==> src/rtl/request_tag_manager_if.sv <==
// Handshake bundle between the request mapper, the response path and the tag manager.
// The master side issues allocations and releases; the slave side is the tag manager.
interface request_tag_manager_if #(
    parameter int TAG_W = 5,
    parameter int REC_W = 64
);
    logic             alloc_req;
    logic [REC_W-1:0] alloc_data;
    logic             alloc_gnt;
    logic [TAG_W-1:0] alloc_tag;
    logic             rec_wr_en;
    logic [TAG_W-1:0] rec_wr_addr;
    logic [REC_W-1:0] rec_wr_data;
    logic             rel_valid;
    logic [TAG_W-1:0] rel_tag;
    logic [TAG_W:0]   free_cnt;
    logic             all_idle;
    logic             rel_err;

    modport master (
        output alloc_req, alloc_data, rel_valid, rel_tag,
        input  alloc_gnt, alloc_tag, rec_wr_en, rec_wr_addr, rec_wr_data,
        input  free_cnt, all_idle, rel_err
    );

    modport slave (
        input  alloc_req, alloc_data, rel_valid, rel_tag,
        output alloc_gnt, alloc_tag, rec_wr_en, rec_wr_addr, rec_wr_data,
        output free_cnt, all_idle, rel_err
    );
endinterface

==> src/rtl/request_tag_manager.sv <==
// Tag allocator for non-posted requests: busy bitmap, lowest-free-tag grant,
// registered recorder write port and release checking.
module request_tag_manager #(
    parameter int NUM_TAGS = 32,
    parameter int TAG_W    = 5,
    parameter int REC_W    = 64
) (
    input  logic                  clk,
    input  logic                  rst,
    request_tag_manager_if.slave  bus
);
    logic [NUM_TAGS-1:0] busy_reg;
    logic [NUM_TAGS-1:0] busy_next;
    logic [TAG_W:0]      free_cnt_reg;
    logic [TAG_W:0]      free_cnt_next;
    logic                rec_wr_en_reg;
    logic [TAG_W-1:0]    rec_wr_addr_reg;
    logic [REC_W-1:0]    rec_wr_data_reg;
    logic                rel_err_reg;

    logic                alloc_gnt;
    logic [TAG_W-1:0]    alloc_tag;
    logic                alloc_fire;
    logic                rel_hit;
    logic                rel_legal;
    logic                rel_illegal;

    assign alloc_gnt  = (free_cnt_reg != '0);
    assign alloc_fire = bus.alloc_req && alloc_gnt;

    // Lowest clear bit wins; scanning downward lets the last match be the lowest.
    always_comb begin
        alloc_tag = '0;
        for (int i = NUM_TAGS - 1; i >= 0; i--) begin
            if (!busy_reg[i]) begin
                alloc_tag = TAG_W'(i);
            end
        end
    end

    assign rel_hit     = busy_reg[bus.rel_tag];
    assign rel_legal   = bus.rel_valid && rel_hit;
    assign rel_illegal = bus.rel_valid && !rel_hit;

    // The granted tag is always clear and a legal release tag is always set,
    // so a same-cycle set and clear never target the same bit.
    generate
        for (genvar gi = 0; gi < NUM_TAGS; gi++) begin : g_busy
            logic set_bit;
            logic clr_bit;
            assign set_bit       = alloc_fire && (alloc_tag == TAG_W'(gi));
            assign clr_bit       = rel_legal && (bus.rel_tag == TAG_W'(gi));
            assign busy_next[gi] = set_bit ? 1'b1 : (clr_bit ? 1'b0 : busy_reg[gi]);
        end
    endgenerate

    always_comb begin
        free_cnt_next = free_cnt_reg;
        case ({alloc_fire, rel_legal})
            2'b10:   free_cnt_next = free_cnt_reg - (TAG_W+1)'(1);
            2'b01:   free_cnt_next = free_cnt_reg + (TAG_W+1)'(1);
            default: free_cnt_next = free_cnt_reg;
        endcase
    end

    always_ff @(posedge clk) begin
        if (rst) begin
            busy_reg        <= '0;
            free_cnt_reg    <= (TAG_W+1)'(NUM_TAGS);
            rec_wr_en_reg   <= 1'b0;
            rec_wr_addr_reg <= '0;
            rec_wr_data_reg <= '0;
            rel_err_reg     <= 1'b0;
        end else begin
            busy_reg      <= busy_next;
            free_cnt_reg  <= free_cnt_next;
            rec_wr_en_reg <= alloc_fire;
            rel_err_reg   <= rel_illegal;
            if (alloc_fire) begin
                rec_wr_addr_reg <= alloc_tag;
                rec_wr_data_reg <= bus.alloc_data;
            end
        end
    end

    assign bus.alloc_gnt   = alloc_gnt;
    assign bus.alloc_tag   = alloc_tag;
    assign bus.rec_wr_en   = rec_wr_en_reg;
    assign bus.rec_wr_addr = rec_wr_addr_reg;
    assign bus.rec_wr_data = rec_wr_data_reg;
    assign bus.free_cnt    = free_cnt_reg;
    assign bus.all_idle    = (free_cnt_reg == (TAG_W+1)'(NUM_TAGS));
    assign bus.rel_err     = rel_err_reg;

endmodule

==> src/flat_wrapper.sv <==
// flat-port wrapper written by rule: the top's interface ports become plain ports
module request_tag_manager_flat 
#(
    parameter int NUM_TAGS = 32,
    parameter int TAG_W    = 5,
    parameter int REC_W    = 64
)
  (clk, rst, bus_alloc_req, bus_alloc_data, bus_rel_valid, bus_rel_tag, bus_alloc_gnt, bus_alloc_tag, bus_rec_wr_en, bus_rec_wr_addr, bus_rec_wr_data, bus_free_cnt, bus_all_idle, bus_rel_err);
  request_tag_manager_if #(.TAG_W(TAG_W), .REC_W(REC_W)) bus_i ();
  input  logic clk;
  input  logic rst;
  input wire logic [$bits(bus_i.alloc_req)-1:0] bus_alloc_req;
  input wire logic [$bits(bus_i.alloc_data)-1:0] bus_alloc_data;
  input wire logic [$bits(bus_i.rel_valid)-1:0] bus_rel_valid;
  input wire logic [$bits(bus_i.rel_tag)-1:0] bus_rel_tag;
  output wire logic [$bits(bus_i.alloc_gnt)-1:0] bus_alloc_gnt;
  output wire logic [$bits(bus_i.alloc_tag)-1:0] bus_alloc_tag;
  output wire logic [$bits(bus_i.rec_wr_en)-1:0] bus_rec_wr_en;
  output wire logic [$bits(bus_i.rec_wr_addr)-1:0] bus_rec_wr_addr;
  output wire logic [$bits(bus_i.rec_wr_data)-1:0] bus_rec_wr_data;
  output wire logic [$bits(bus_i.free_cnt)-1:0] bus_free_cnt;
  output wire logic [$bits(bus_i.all_idle)-1:0] bus_all_idle;
  output wire logic [$bits(bus_i.rel_err)-1:0] bus_rel_err;
  assign bus_i.alloc_req = bus_alloc_req;
  assign bus_i.alloc_data = bus_alloc_data;
  assign bus_i.rel_valid = bus_rel_valid;
  assign bus_i.rel_tag = bus_rel_tag;
  assign bus_alloc_gnt = bus_i.alloc_gnt;
  assign bus_alloc_tag = bus_i.alloc_tag;
  assign bus_rec_wr_en = bus_i.rec_wr_en;
  assign bus_rec_wr_addr = bus_i.rec_wr_addr;
  assign bus_rec_wr_data = bus_i.rec_wr_data;
  assign bus_free_cnt = bus_i.free_cnt;
  assign bus_all_idle = bus_i.all_idle;
  assign bus_rel_err = bus_i.rel_err;
  request_tag_manager #(.NUM_TAGS(NUM_TAGS), .TAG_W(TAG_W), .REC_W(REC_W)) u_core (.clk(clk), .rst(rst), .bus(bus_i));
endmodule
==> config.mk <==
export PLATFORM = sky130hd
export DESIGN_NAME = request_tag_manager_flat
export DESIGN_NICKNAME = d
export VERILOG_FILES = /design/src/rtl/request_tag_manager_if.sv /design/src/rtl/request_tag_manager.sv /design/src/flat_wrapper.sv
export SDC_FILE = /design/constraint.sdc
export NUM_CORES = 1
export LEC_CHECK = 0
export BUFFER_PORTS_ARGS = -buffer_cell sky130_fd_sc_hd__buf_2
export CAP_MARGIN = 20
export CORE_MARGIN = 3
export CORE_UTILIZATION = 45
export CTS_BUF_LIST = sky130_fd_sc_hd__clkbuf_4
export DETAILED_ROUTE_END_ITERATION = 7
export PLACE_DENSITY_LB_ADDON = 0.15
export SYNTH_ARGS = -nofsm -noshare
export SYNTH_HDL_FRONTEND = slang
export SYNTH_SLANG_ARGS = --single-unit
==> constraint.sdc <==
create_clock -name clk -period 9.4 [get_ports clk]
set_input_delay 1.88 -clock clk [delete_from_list [all_inputs] [get_ports clk]]
set_output_delay 1.88 -clock clk [all_outputs]
set_load 0.005 [all_outputs]
-- Word-level counts from Yosys, hierarchy flattened
Index checks and enable logic that the tools add are counted.
- output and inout port bits: 84
- input port bits: 73
- register bits: 109
- logic and storage cells: 308
- magnitude comparators: 1
- reductions and logical operators: 104
- multiplexer cells: 99
- equality and inequality tests: 65
- add/sub/neg operators: 2
- operators with widths (cell ; number):
    5-bit equality test (second input constant) ; 32
    5-bit 2-to-1 mux ; 32
    5-bit by 4-bit equality test with 1-bit output (second input constant) ; 16
    1-bit logical AND ; 67
    2-bit nonzero test ; 33
    1-bit 2-to-1 mux ; 65
    5-bit by 3-bit equality test with 1-bit output (second input constant) ; 8
    5-bit by 2-bit equality test with 1-bit output (second input constant) ; 4
    6-bit one-hot mux with 2 select lines ; 1
    5-bit by 1-bit equality test with 1-bit output (second input constant) ; 2
    5-bit zero test ; 2
    6-bit by 1-bit adder with 6-bit output (second input constant) ; 1
    6-bit equality test (second input constant) ; 1
    5-bit by 6-bit less-than comparator with 1-bit output (second input constant) ; 1
    6-bit nonzero test ; 1
    6-bit by 1-bit subtractor with 6-bit output (second input constant) ; 1
    1-bit binary-select mux with 5-bit select ; 1
    2-bit by 1-bit equality test with 1-bit output (second input constant) ; 1
    2-bit equality test (second input constant) ; 1
    1-bit zero test ; 1

-- Depth between registers and ports, before layout
- word-level depth: 35
- depth in mapped cells: 16
- mapped depth without buffers: 13

-- Worst setup path before layout
No wires, ideal clock.
- path kind: input to register
- start: input bus_rel_tag[0]
- end: register u_core.free_cnt_reg[5], in the netlist u_core.bus.free_cnt[5]
- setup time: 0.130 ns
- buffers on the path: 1
- cell stages on the path: 14
- slack: 4.471 ns
- data arrival time: 4.800 ns
- data required time: 9.270 ns
- cell sequence: buf_6 -> mux4_1 -> mux4_1 -> mux2i_1 -> nor2b_1 -> ha_1 -> inv_1 -> ha_1 -> a21o_1 -> a21o_1 -> a211o_1 -> o211ai_1 -> xnor2_1 -> nand2_1
- word-level cells in the longest chain between the ends: 5
- elaborated cells on any way between the ends: 7
- those cells by class: eq/ne: 2; mux: 3; reduce/logical: 2
- ends and longest elaborated chain (element ; RTL line ; source):
    from (decl) ; flat_wrapper.sv:15 ; input wire logic [$bits(bus_i.rel_tag)-1:0] bus_rel_tag;
    1-bit binary-select mux with 5-bit select (*) ; request_tag_manager.sv:41 ; assign rel_hit = busy_reg[bus.rel_tag];
    1-bit 2-to-1 mux (not written as such) (*) ; request_tag_manager.sv:41 ;
    1-bit logical AND (*) ; request_tag_manager.sv:42 ; assign rel_legal = bus.rel_valid && rel_hit;
    2-bit by 1-bit equality test with 1-bit output / 2-bit equality test (equally long branches) ; request_tag_manager.sv:59 ; case ({alloc_fire, rel_legal})
    6-bit one-hot mux with 2 select lines / 2-bit nonzero test (equally long branches) ; n/a ;
    to (signal assigned) ; request_tag_manager.sv:69 ; free_cnt_reg <= (TAG_W+1)'(NUM_TAGS);
    to (signal assigned) ; request_tag_manager.sv:76 ; free_cnt_reg <= free_cnt_next;
    to (decl) ; request_tag_manager.sv:14 ; logic [TAG_W:0] free_cnt_reg;
Mark *: on every way between the ends. The rest lies on a longest branch, timed or not. The select of a mux whose other input is x is not followed.
A chain may end at the register's enable or synchronous reset.

-- Final worst setup path
Same ends and word-level chain as after synthesis.

==> impl_results.md <==
- Outcome: complete, no violations
- Crit path capture type: flop
- Post-DRT Antenna Nets: 0
- Iter 0 DRT Violations: 384
- Initial Util: 47.48%
- Clock group share of total power: 23.9%
- Sw frac: 32.23%
- Clock transition at path regs: 160 ps
- Startpoint types: primary input
- DRC: 0
- R2R cell count: 13
- Initial antenna violation count: 0
- Post-CTS resize count: 0
- Pleak: 2.555 nW
- Adder-cell share of the synthesized area: ~1.6%
- Register area share after synthesis: 43.55%
- Largest register FFs: 64
- NetSw: 0.3317 mW
- Peak supply drop: about 0.00011 V
- Antenna diode count: 0
- Post-synth ARST share: 0%
- Worst Skew: 15.32 ps
- Crit-path cells: buf_2 -> mux4_1 -> mux4_1 -> mux2i_1 -> nor2b_1 -> ha_1 -> inv_1 -> ha_1 -> a21o_1 -> a21o_1 -> a211o_1 -> o211ai_1 -> xnor2_1 -> nand2_1
- Drt first pass iters: 5
- Post-Route WL: 14120 µm
- Largest family of logic cells by synthesized area: compound AO/OA/AOI/OAI gates
- Simple-gate share of the synthesized area: 21.50%
- Area of the die: 12440 µm²
- Tcrit/Tclk final: 52.87%
- I/O Buffers: 156
- Minimum clock period: 4970 ps
- Die Y-Extent: approximately 110 µm
- Syn-to-layout area delta: 19.28%
- Max H-tree Level: 3
- WL/cell: 16.41 µm
- Worst Tran Pin Value: 839.4 ps
- Synthesized flop and latch total: between 100 and 150
- Gp weighted congestion: 0.9625
- Placeable Area: 10560 µm²
- Dpl cell area: a little under 6000 µm²
- Post-synth cell types: 60
- Hold Fails Final Rpt: 0
- Fmax: 201.2 MHz
- Cts hold-fix bufs: 0
- RSZ-0062 raised after global routing: false
- Max stage delay on crit path: 650 ps
- Synth Cell Area: 5011 µm²
- First-pass GRT wire length: 23180 µm
- Root buf cell: clkbuf_4
- Clk buf depth: 2
- Fin area: 5977 µm²
- Layout Nets: around 800
- Slowest CP cell: mux4_1
- Syn Area/Cell: around 8.6 µm²
- CTS buffer count: 9
- Setup TNS: 0 ps
- Hold crit path type: flop to flop
- Slew headroom: 43.30%
- Worst Hold Path Cells: 2
- Slew Viols, Final: 0
- Worst Path Required: 9750 ps
- Comb pwr share: 24.4%
- Ports: around 160
- Worst-Skew Late Latency: 450 ps
- Clock sink total: 109
- Dpl hpwl: 10210 µm
- Largest fanout on the critical path: 19
- Compound-Gate Fraction of Synth Area: between 20 and 25%
- Internal power: 0.6973 mW
- Most frequent cells in the layout: nand2_1 (156), buf_2 (156), dfxtp_1 (109), a21oi_1 (75), o211ai_1 (26)
- Syn_nets: about 660
- Largest net degree at the start of global routing: 77
- Vias per cell: 5.662
- Post-synthesis xor/xnor area fraction: 0.8739%
- Vias in the first global route: ~4.5k
- Syn Inst Count: 584
- Final setup fails: 0
- Top_reg_cell synth: dfxtp_1
- Setup Buffers After CTS: 0
- Gr ovfl total: 0
- Crit path DAT: 5320 ps
- Power Dens Cells: roughly 170 nW/µm²
- Critical path class: primary input to flop
- Vias post-DR: ~5k
- Mux cell area share after synthesis: 5.568%
- Sequential power share: approximately half
- Final core utilization: a little under three fifths
- Die W: 111.5 µm
- Clock tree from TritonCTS: yes
- Share of cells above drive strength 1: 26.80%
- YS warnings: 0
- GR Util All Layers: 22.39%
- Max Cap Viol: 0
- FP Rows: 37
- Post-synth EDFFs: 0
kinds of logic (layout without fill, tap and decap cells):
| group | Yosys count | count (layout) |
|---|---|---|
| AND/OR/NAND/NOR | 230 | 230 |
| AO/OA/AOI/OAI | 176 | 176 |
| flip-flops | 109 | 109 |
| buffers and inverters | 46 | 186 |
| multiplexers | 12 | 12 |
| adder cells (fa/ha/maj) | 6 | 6 |
| XOR/XNOR | 5 | 5 |
critical path: cells and delay by family:
family,cells,cell delay [ps]
multiplexers,3,1360
AO/OA/AOI/OAI,4,780
AND/OR/NAND/NOR,2,130
adder cells (fa/ha/maj),2,510
XOR/XNOR,1,140
buffers and inverters,2,510
synthesized netlist by cell type, drive strengths merged (3+ instances only):
cell,n,area share [%]
a21oi,75,7.5
and2,3,0.42
o211ai,27,4.3
a21boi,3,0.52
nand4,14,2.2
ha,5,1.2
nand3,12,1.2
xor2,3,0.52
nand2b,6,0.75
o21ai,23,2.4
nand3b,4,0.85
nand2,156,12
dfxtp,109,44
and3,3,0.37
nor2,14,1.2
clkbuf,22,1.6
inv,9,0.67
a21o,5,0.75
a31oi,3,0.37
o31ai,17,2.5
o311ai,9,1.9
nor2b,6,0.75
buf,14,1.6
and4,4,0.70
nor4,3,0.37
mux4,10,5.2
layout make-up:
| type | count | area, µm² |
|---|---|---|
| Timing Repair Buffer | 160 | 810.8 |
| Clock buffer | 10 | 75.07 |
| Inverter | 10 | 37.54 |
| Fill cell | 1003 | 4578 |
| Sequential cell | 109 | 2182 |
| Multi-Input combinational cell | 429 | 2630 |
| Clock inverter | 6 | 71.32 |
| Tap cell | 136 | 170.2 |
metal layers:
metal	up-vias	global-route usage, %	part of all wire (%)
li1	2383	-	-
met1	2258	30.32	44
met2	200	35.34	47
met3	28	4.022	6.1
met4	0	9.408	2.8
met5	-	0	0
worst paths after layout:
check,startpoint,end,slack [ps]
hold reg to reg,u_core.bus.rec_wr_data[63],u_core.bus.rec_wr_data[63],460
setup reg to reg,u_core.busy_reg[1],u_core.bus.free_cnt[5],5830
hold / removal,u_core.bus.rec_wr_data[63],u_core.bus.rec_wr_data[63],460
setup / recovery,bus_rel_tag[0],u_core.bus.free_cnt[5],4430
power by group through the flow:
stage               clock, mW  combinational [mW]  sequential [mW]
floorplan                   0               0.165            0.541
global placement            0               0.250            0.541
detailed placement          0               0.254            0.543
CTS                     0.255               0.254            0.532
global route            0.274               0.284            0.539
finish                  0.246               0.251            0.532
through the flow:
step	setup WS, ps	cells	total power, mW	hold WS [ps]
finish	4430	860	1.029	461.9
global placement	4087	844	0.7906	438.8
floorplan	4471	584	0.7051	452.7
global route	4318	860	1.097	480.8
detailed placement	3979	844	0.7964	443.1
CTS	4484	860	1.042	463.0
Note: power is estimated with default switching activity, not from simulation.
